$ cat config.mk
export PLATFORM = sky130hd
export DESIGN_NAME = ft_tx_pattern_gen
export DESIGN_NICKNAME = d
export VERILOG_FILES = /design/src/rtl/ft_tx_pattern_gen_pkg.sv /design/src/rtl/ft_tx_pattern_gen_lfsr.sv /design/src/rtl/ft_tx_pattern_gen.sv
export SDC_FILE = /design/constraint.sdc
export NUM_CORES = 1
export LEC_CHECK = 0
export BUFFER_PORTS_ARGS = -buffer_cell sky130_fd_sc_hd__buf_2
export CELL_PAD_IN_SITES_DETAIL_PLACEMENT = 2
export CELL_PAD_IN_SITES_GLOBAL_PLACEMENT = 2
export CORE_AREA = 2 2 177 179
export DETAILED_ROUTE_END_ITERATION = 8
export DIE_AREA = 0 0 179 181
export GPL_TIMING_DRIVEN = 0
export PLACE_DENSITY_LB_ADDON = 0.1
export SYNTH_ARGS = -nofsm -noshare
export SYNTH_HDL_FRONTEND = slang
export SYNTH_SLANG_ARGS = --single-unit
$ cat constraint.sdc
create_clock -name wr_clk -period 5.15 [get_ports wr_clk]
set_input_delay 0.2575 -clock wr_clk [delete_from_list [all_inputs] [get_ports wr_clk]]
set_output_delay 0.2575 -clock wr_clk [all_outputs]
set_load 0.03 [all_outputs]
$ cat src/rtl/ft_tx_pattern_gen_pkg.sv
// Shared types for the FT601 write-side traffic generator: pattern modes,
// FSM states and the header marker byte.
package ft_pkg;

  typedef enum logic [1:0] {
    BYTE_INC = 2'd0,
    WORD_INC = 2'd1,
    LFSR     = 2'd2,
    WALK1    = 2'd3
  } pattern_mode_t;

  typedef enum logic [2:0] {
    S_IDLE,
    S_HEADER,
    S_PAYLOAD,
    S_GAP,
    S_DONE
  } ft_state_t;

  localparam logic [7:0] HDR_MARKER = 8'hA5;

endpackage

$ cat src/rtl/ft_tx_pattern_gen_lfsr.sv
// Galois LFSR payload source; emits the current value and steps once per
// payload write, reloading the seed at the start of each run.
module ft_pattern_lfsr #(
  parameter int                DATA_W    = 32,
  parameter logic [DATA_W-1:0] LFSR_POLY = DATA_W'(32'h8020_0003),
  parameter logic [DATA_W-1:0] LFSR_SEED = DATA_W'(32'h0000_0001)
) (
  input  logic              wr_clk,
  input  logic              nrst,
  input  logic              load,
  input  logic              step,
  output logic [DATA_W-1:0] value
);

  // NOTE: sequential state always uses non-blocking assignments so every
  // register samples pre-edge values, matching real flip-flop behaviour.
  always_ff @(posedge wr_clk or negedge nrst) begin
    if (!nrst) begin
      value <= LFSR_SEED;
    end else if (load) begin
      value <= LFSR_SEED;
    end else if (step) begin
      value <= (value >> 1) ^ (value[0] ? LFSR_POLY : '0);
    end
  end

endmodule

$ cat src/rtl/ft_tx_pattern_gen.sv
// FT601 write-FIFO traffic source: header + BURST_LEN payload words per burst
// in one of four patterns, with optional idle gap and run statistics.
module ft_tx_pattern_gen
  import ft_pkg::*;
#(
  parameter int                DATA_W    = 32,
  parameter int                BURST_LEN = 256,
  parameter int                GAP_CYC   = 0,
  parameter logic [DATA_W-1:0] LFSR_POLY = DATA_W'(32'h8020_0003),
  parameter logic [DATA_W-1:0] LFSR_SEED = DATA_W'(32'h0000_0001)
) (
  input  logic              wr_clk,
  input  logic              nrst,
  input  logic              ft_ready,
  input  logic              start,
  input  logic              stop,
  input  logic [1:0]        mode,
  input  logic [15:0]       num_bursts,
  input  logic              wr_full,
  output logic              wr_en,
  output logic [DATA_W-1:0] wr_data,
  output logic              busy,
  output logic              done,
  output logic [31:0]       word_cnt,
  output logic [15:0]       burst_cnt
);

  localparam int BPW = DATA_W / 8;
  localparam int IW  = (BURST_LEN > 1) ? $clog2(BURST_LEN) : 1;
  localparam int GW  = (GAP_CYC > 1) ? $clog2(GAP_CYC) : 1;
  localparam int KW  = $clog2(DATA_W);

  ft_state_t         state;
  pattern_mode_t     mode_q;
  logic [15:0]       num_bursts_q;
  logic              stop_pend;
  logic [IW-1:0]     idx;
  logic [GW-1:0]     gap_cnt;
  logic [7:0]        byte_base;
  logic [DATA_W-1:0] word_val;
  logic [KW-1:0]     walk_k;
  logic [DATA_W-1:0] lfsr_val;
  logic [DATA_W-1:0] byte_word;
  logic [DATA_W-1:0] pay_word;
  logic              last_word;
  logic              last_burst;
  logic              start_ok;

  assign wr_en    = (state == S_HEADER || state == S_PAYLOAD) && ft_ready && !wr_full;
  assign busy     = !(state == S_IDLE || state == S_DONE);
  assign done     = (state == S_DONE);
  assign start_ok = start && !busy;

  assign last_word  = (idx == IW'(BURST_LEN - 1));
  // A stop arriving together with the final write still ends the run here.
  assign last_burst = ((num_bursts_q != 16'd0) &&
                       (({1'b0, burst_cnt} + 17'd1) == {1'b0, num_bursts_q})) ||
                      stop_pend || stop;

  ft_pattern_lfsr #(
    .DATA_W   (DATA_W),
    .LFSR_POLY(LFSR_POLY),
    .LFSR_SEED(LFSR_SEED)
  ) u_lfsr (
    .wr_clk(wr_clk),
    .nrst  (nrst),
    .load  (start_ok),
    .step  (wr_en && state == S_PAYLOAD),
    .value (lfsr_val)
  );

  // NOTE: every combinational output gets a default before the case so no
  // path leaves it unassigned, which would otherwise infer a latch.
  always_comb begin
    byte_word = '0;
    for (int i = 0; i < BPW; i++) begin
      byte_word[8*i +: 8] = byte_base + 8'(i);
    end
    pay_word = '0;
    case (mode_q)
      BYTE_INC: pay_word = byte_word;
      WORD_INC: pay_word = word_val;
      LFSR:     pay_word = lfsr_val;
      WALK1:    pay_word = {{(DATA_W-1){1'b0}}, 1'b1} << walk_k;
      default:  pay_word = '0;
    endcase
    wr_data = '0;
    case (state)
      S_HEADER:  wr_data = DATA_W'({HDR_MARKER, 6'b0, mode_q, burst_cnt});
      S_PAYLOAD: wr_data = pay_word;
      default:   wr_data = '0;
    endcase
  end

  always_ff @(posedge wr_clk or negedge nrst) begin
    if (!nrst) begin
      state        <= S_IDLE;
      mode_q       <= BYTE_INC;
      num_bursts_q <= '0;
      stop_pend    <= 1'b0;
      idx          <= '0;
      gap_cnt      <= '0;
      byte_base    <= '0;
      word_val     <= '0;
      walk_k       <= '0;
      word_cnt     <= '0;
      burst_cnt    <= '0;
    end else begin
      case (state)
        S_IDLE, S_DONE: begin
          if (start) begin
            state        <= S_HEADER;
            mode_q       <= pattern_mode_t'(mode);
            num_bursts_q <= num_bursts;
            stop_pend    <= stop;
            idx          <= '0;
            gap_cnt      <= '0;
            byte_base    <= '0;
            word_val     <= '0;
            walk_k       <= '0;
            word_cnt     <= '0;
            burst_cnt    <= '0;
          end
        end
        S_HEADER: begin
          if (stop) stop_pend <= 1'b1;
          if (wr_en) begin
            word_cnt <= word_cnt + 32'd1;
            idx      <= '0;
            state    <= S_PAYLOAD;
          end
        end
        S_PAYLOAD: begin
          if (stop) stop_pend <= 1'b1;
          if (wr_en) begin
            word_cnt  <= word_cnt + 32'd1;
            byte_base <= byte_base + 8'(BPW);
            word_val  <= word_val + 1'b1;
            walk_k    <= (walk_k == KW'(DATA_W - 1)) ? '0 : walk_k + 1'b1;
            if (last_word) begin
              idx     <= '0;
              gap_cnt <= '0;
              if (burst_cnt != 16'hFFFF) burst_cnt <= burst_cnt + 16'd1;
              if (last_burst)       state <= S_DONE;
              else if (GAP_CYC > 0) state <= S_GAP;
              else                  state <= S_HEADER;
            end else begin
              idx <= idx + 1'b1;
            end
          end
        end
        S_GAP: begin
          if (stop) stop_pend <= 1'b1;
          if (gap_cnt == GW'(GAP_CYC - 1)) begin
            state <= (stop_pend || stop) ? S_DONE : S_HEADER;
          end else begin
            gap_cnt <= gap_cnt + 1'b1;
          end
        end
        default: state <= S_IDLE;
      endcase
    end
  end

endmodule
Yosys cells after proc, flatten, opt, wreduce, memory -nomap -nowiden
Cells that the tools add are included.
{"block": "totals", "regBits": 156, "inputBits": 24, "out_inout_bits": 83, "wordCells": 118}
{"block": "classes", "n_addsub": 11, "n_eq_ne": 19, "shift": 1, "muxes": 42, "bitwise": 1, "reduce_logical": 32}
{"cell": "$mux 32", "n": 6}
{"cell": "$pmux 32 s2", "n": 3}
{"cell": "$pmux 32 s4", "n": 1}
{"cell": "$add 32x1->32 const B", "n": 2}
{"cell": "$mux 16", "n": 4}
{"cell": "$mux 8", "n": 5}
{"cell": "$pmux 16 s2", "n": 1}
{"cell": "$shl 1x5->32 const A", "n": 1}
{"cell": "$xor 31x32->32", "n": 1}
{"cell": "$pmux 8 s3", "n": 1}
{"cell": "$mux 3", "n": 7}
{"cell": "$add 16x1->17 const B", "n": 1}
{"cell": "$eq 17x16->1", "n": 1}
{"cell": "$add 16x1->16 const B", "n": 1}
{"cell": "$add 8x1->8 const B", "n": 2}
{"cell": "$add 8x2->8 const B", "n": 2}
{"cell": "$ne 16x16->1 const B", "n": 1}
{"cell": "$pmux 8 s2", "n": 1}
{"cell": "$reduce_bool 16->1", "n": 1}
{"cell": "$mux 5", "n": 3}
{"cell": "$pmux 3 s4", "n": 1}
{"cell": "$ne 2x2->1 const B", "n": 5}
{"cell": "$pmux 5 s2", "n": 1}
{"cell": "$reduce_and 5->1", "n": 2}
{"cell": "26 further kinds", "n": 52}

Logic depth before layout (Yosys ltp)
{"block": "logic_depth", "word_depth": 9, "mapped_depth": 9, "depth_no_buf": 7}

Hierarchy
From an unflattened synthesis, not the netlist that was laid out.
{"block": "hier_totals", "hier_cells": 1059, "area_unflattened_um2": 9061.2}
{"mod": "ft_tx_pattern_gen", "instances": 1, "cells_each": 953, "area_each_um2": 7702.4}
{"mod": "ft_pattern_lfsr", "instances": 1, "cells_each": 106, "area_each_um2": 1358.8}

Least setup slack after synthesis
Ideal clock, no wire load.
{"block": "synth_path", "path_type": "flip-flop to output port", "startpoint": "register state[1]", "endpoint": "output port wr_data[0]", "arrival_time_ns": 2.156, "t_required_ns": 4.893, "setup_slack_ns": 2.736, "stages_incl_launch_ff": 7, "n_path_buf": 2, "path_cell_list": "dfrtp_1 -> buf_1 -> nand2_1 -> nor2_1 -> clkbuf_1 -> nand2_1 -> o21ai_0"}
{"block": "synth_between", "elab_chain_len": 2, "word_cells_on_any_way": 3, "classes_between": "eq/ne (2); mux (1)"}
{"element": "start: declaration", "line": "ft_tx_pattern_gen.sv:33", "rtl": "ft_state_t state;"}
{"element": "start signal: assignment", "line": "ft_tx_pattern_gen.sv:155", "rtl": "state <= (stop_pend || stop) ? S_DONE : S_HEADER;"}
{"element": "$eq 3x2->1 / $eq 3x1->1 (equally long branches)", "line": "ft_tx_pattern_gen.sv:88", "rtl": "case (state)"}
{"element": "$pmux 32 s2 *", "line": "ft_tx_pattern_gen.sv:88"}
{"element": "end: declaration", "line": "ft_tx_pattern_gen.sv:21", "rtl": "output logic [DATA_W-1:0] wr_data,"}
Mark *: on every way between the ends. The rest lies on a longest branch, timed or not.

Worst setup path after layout
{"block": "layout_path", "startpoint": "register state[1]", "endpoint": "output port wr_data[9]"}
The elaborated chain is that of the path after synthesis.

==> reports/results.tsv <==
metric	value	unit
Arr. time, crit path	3.37	ns
Seq/Total Area, Yosys	0.4263	
crit end category	primary output	
Initial Util	0.2979	
setup TNS	0	ns
CP Buf/Inv Count	3	
Final #Nets	1261	
Final setup viols	0	
worst-margin pin slew	1.410	ns
Clock Pin Slew Worst Setup and Hold Paths	0.07	ns
final hold slack	0.01578	ns
die height	181	um
synthesized flop and latch total	154	
DRC	0	
initial antenna violation count	1	
core area	30350	um^2
via count	8917	
DR pass1 iterations	5	
Max Cap Viol	0	
Num CTS Buffers	17	
Via density	5.457	
Slew HR	0.05296	
Placer Congestion	0.8180	
layout cell share with drive strength beyond 1	0.1357	
Avg Cell Area, Syn	8.281	um^2
Die W	179	um
Ys Warns	0	
Startpoint Class	flip-flop	
Congestion Overflow GR	0	
Pwr Total	4.690	mW
Crit-path slowest cell	clkbuf_1	
critical path cell sequence	buf_1 > nand2_1 > nor2_1 > clkbuf_1 > nand2_1 > o21ai_0 > buf_2	
post-synthesis async set-or-reset flop share	1.000	
global-route wire length before repair	57950	um
I/O pin cnt	107	
HPWL Detailed	27500	um
Max Slew Vio Count	0	
CTS sink count	154	
Pwr per Cell Area	434.4	nW/um^2
CTS root buf	clkbuf_16	
status	complete, no violations	
syn nets	1128	
Total GRT Usage	0.2359	
Core Util, Final	0.3557	
max incr delay on CP	0.58	ns
largest net degree at the start of global routing	95	
fmax	0.2757	GHz
leakage power	4.742	nW
CP max FO	10	
EDFF count, synth	0	
Netlist cell types	70	
top cell family by delay on the critical path	buffers and inverters	
PostCTS Resize Cnt	0	
Die Area	32400	um^2
CTS H-Tree Depth	4	
area of the mapped netlist	9042	um^2
PortBufs	106	
Mapped Cells	1092	
number of global-route vias before repair	9576	
fill cell count	3469	
ys flop type	dfrtp_1	
RSZ-0062 raised after global routing	no	
Critical Path RT	4.89	ns
WS Path Type	flip-flop to primary output	
Final Hold Fails	0	
clk_lat worst skew	0.45	ns
Row Count	64	
Post-Route WL	37060	um
Layout Skew	0.008834	ns
Clock Path Buffers	2	
min Tclk post-route	3.627	ns
Final ANT Viol Nets	0	
Final Cycle Share	0.7043	
Worst path most repeated cell	nand2_1	
DR iter-0 viols	420	
number of diodes	0	
hold crit path type	input pin to flip-flop	
VDD IR-drop max	0.2392	mV
Syn-to-layout area delta	19.40	%
CTS tree	done	
routed len/inst	22.68	um
==> sequential cells by signal (all words and copies together) (netlist names) <==
signal and cells:
word_cnt 32, walk_k 5, state 3, burst_cnt 16, stop_pend 1, idx 8, u_lfsr.value 32, mode_q 2
word_val 32, gap_cnt 1, byte_base 6, num_bursts_q 16
==> Yosys cell counts (6+ instances only) <==
| library cell | count | area, um^2 |
|---|---|---|
| or2_2 | 6 | 37.54 |
| nor2b_1 | 7 | 43.79 |
| nand3_1 | 43 | 215.2 |
| a21oi_1 | 71 | 355.3 |
| nand2b_1 | 6 | 37.54 |
| nor3b_1 | 6 | 45.04 |
| xor2_1 | 40 | 350.3 |
| dfrtp_1 | 153 | 3829 |
| clkbuf_1 | 54 | 202.7 |
| nor4_1 | 16 | 100.1 |
| inv_1 | 23 | 86.33 |
| buf_2 | 8 | 40.04 |
| or3_1 | 8 | 50.05 |
| and2_1 | 7 | 43.79 |
| buf_1 | 7 | 26.28 |
| nor2_1 | 95 | 356.6 |
| ha_1 | 12 | 150.1 |
| o41ai_1 | 6 | 52.55 |
| nand2_1 | 208 | 780.8 |
| and3_1 | 17 | 106.4 |
| a31oi_1 | 27 | 168.9 |
| o2bb2ai_1 | 8 | 70.07 |
| o31ai_1 | 14 | 105.1 |
| xnor2_1 | 25 | 219.0 |
| nor3_1 | 15 | 75.07 |
| and4_1 | 8 | 70.07 |
| o21ai_0 | 86 | 430.4 |
| nand4_1 | 31 | 193.9 |
| a2bb2oi_1 | 11 | 96.34 |
==> what timing repair did <==
item,4_1_cts,5_1_grt
hold buffers,7,0
endpoints found under the setup margin,0,0
buffers inserted,0,0
hold endpoints to repair,99,0
==> cell type report <==
cell class              instances  area (um^2)  area share
multi-input cells             845         4827      0.4471
flip-flops and latches        154         3855      0.3571
repair buffers                114        638.1     0.05910
well taps                     396        495.5     0.04589
clock buffers                  19        452.9     0.04195
plain buffers                  70        274.0     0.02538
clock inverters                13        167.7     0.01553
inverters                      23        86.33    0.007996
==> stage by stage <==
step	cells	worst slack [ns]	cell area [um^2]
final	1634	1.523	10800
after detailed placement	1595	1.842	10110
after global routing	1634	1.249	10800
after global placement	1594	1.032	10070
after CTS	1634	1.478	10800
after floorplan	1092	2.736	9042
==> routing by layer <==
metal,global-route usage,share of wire,vias to the layer above,wire [um]
li1,-,-,4145,-
met4,0.05984,0.020,2,731
met1,0.3332,0.48,4556,17900
met2,0.3686,0.46,177,16930
met5,0,0.00030,-,11
met3,0.04503,0.040,37,1480
==> cell families after synthesis <==
kind of cell,count (synthesis),share of synthesized area
AO/OA/AOI/OAI,273,0.1894
XOR/XNOR,65,0.06296
adder cells (fa/ha/maj),12,0.01660
buffers and inverters,93,0.03985
flip-flops,154,0.4263
multiplexers,4,0.004566
AND/OR/NAND/NOR,491,0.2603
==> path summary, 6_finish.rpt <==
path                            slack (ns)  cells after the start                      endpoint                 start
worst min-delay path                  0.02                      3  num_bursts_q[11]$_DFFE_PN0P_        num_bursts[11]
worst min register to register        0.48                      1            idx[7]$_DFFE_PN0P_    idx[7]$_DFFE_PN0P_
min in group asynchronous             0.44                      2  u_lfsr.value[17]$_DFFE_PN0P_                  nrst
worst max register to register        1.92                      7      word_val[28]$_DFFE_PN0P_  state[1]$_DFFE_PN0P_
max in group asynchronous             3.86                      3   u_lfsr.value[0]$_DFFE_PN1P_                  nrst
worst max-delay path                  1.52                      7                    wr_data[9]  state[1]$_DFFE_PN0P_
==> power breakdown <==
group	switching (mW)	total [mW]	internal [mW]
Combinational	1.30	1.80	0.504
Sequential	0.180	1.52	1.34
Clock	0.572	1.36	0.793
==> tightest hold or removal path, cell delays in order <==
cell and delay [ns]:
buf_2 0.08, nand2_1 0.04, nand2_1 0.05
==> cell usage in the layout (no fill, tap or decap), drive strengths merged, types with 8 or more instances in the layout <==
cell type and instances:
a21oi 71, a2bb2oi 11, a31oi 27, and3 17, and4 9, buf 122, clkbuf 74, dfrtp 153
ha 12, inv 25, nand2 208, nand3 43, nand4 32, nor2 95, nor3 15, nor4 20
o21ai 88, o2bb2ai 8, o31ai 14, or3 9, xnor2 25, xor2 40
Power figures use the tool's default switching activity.
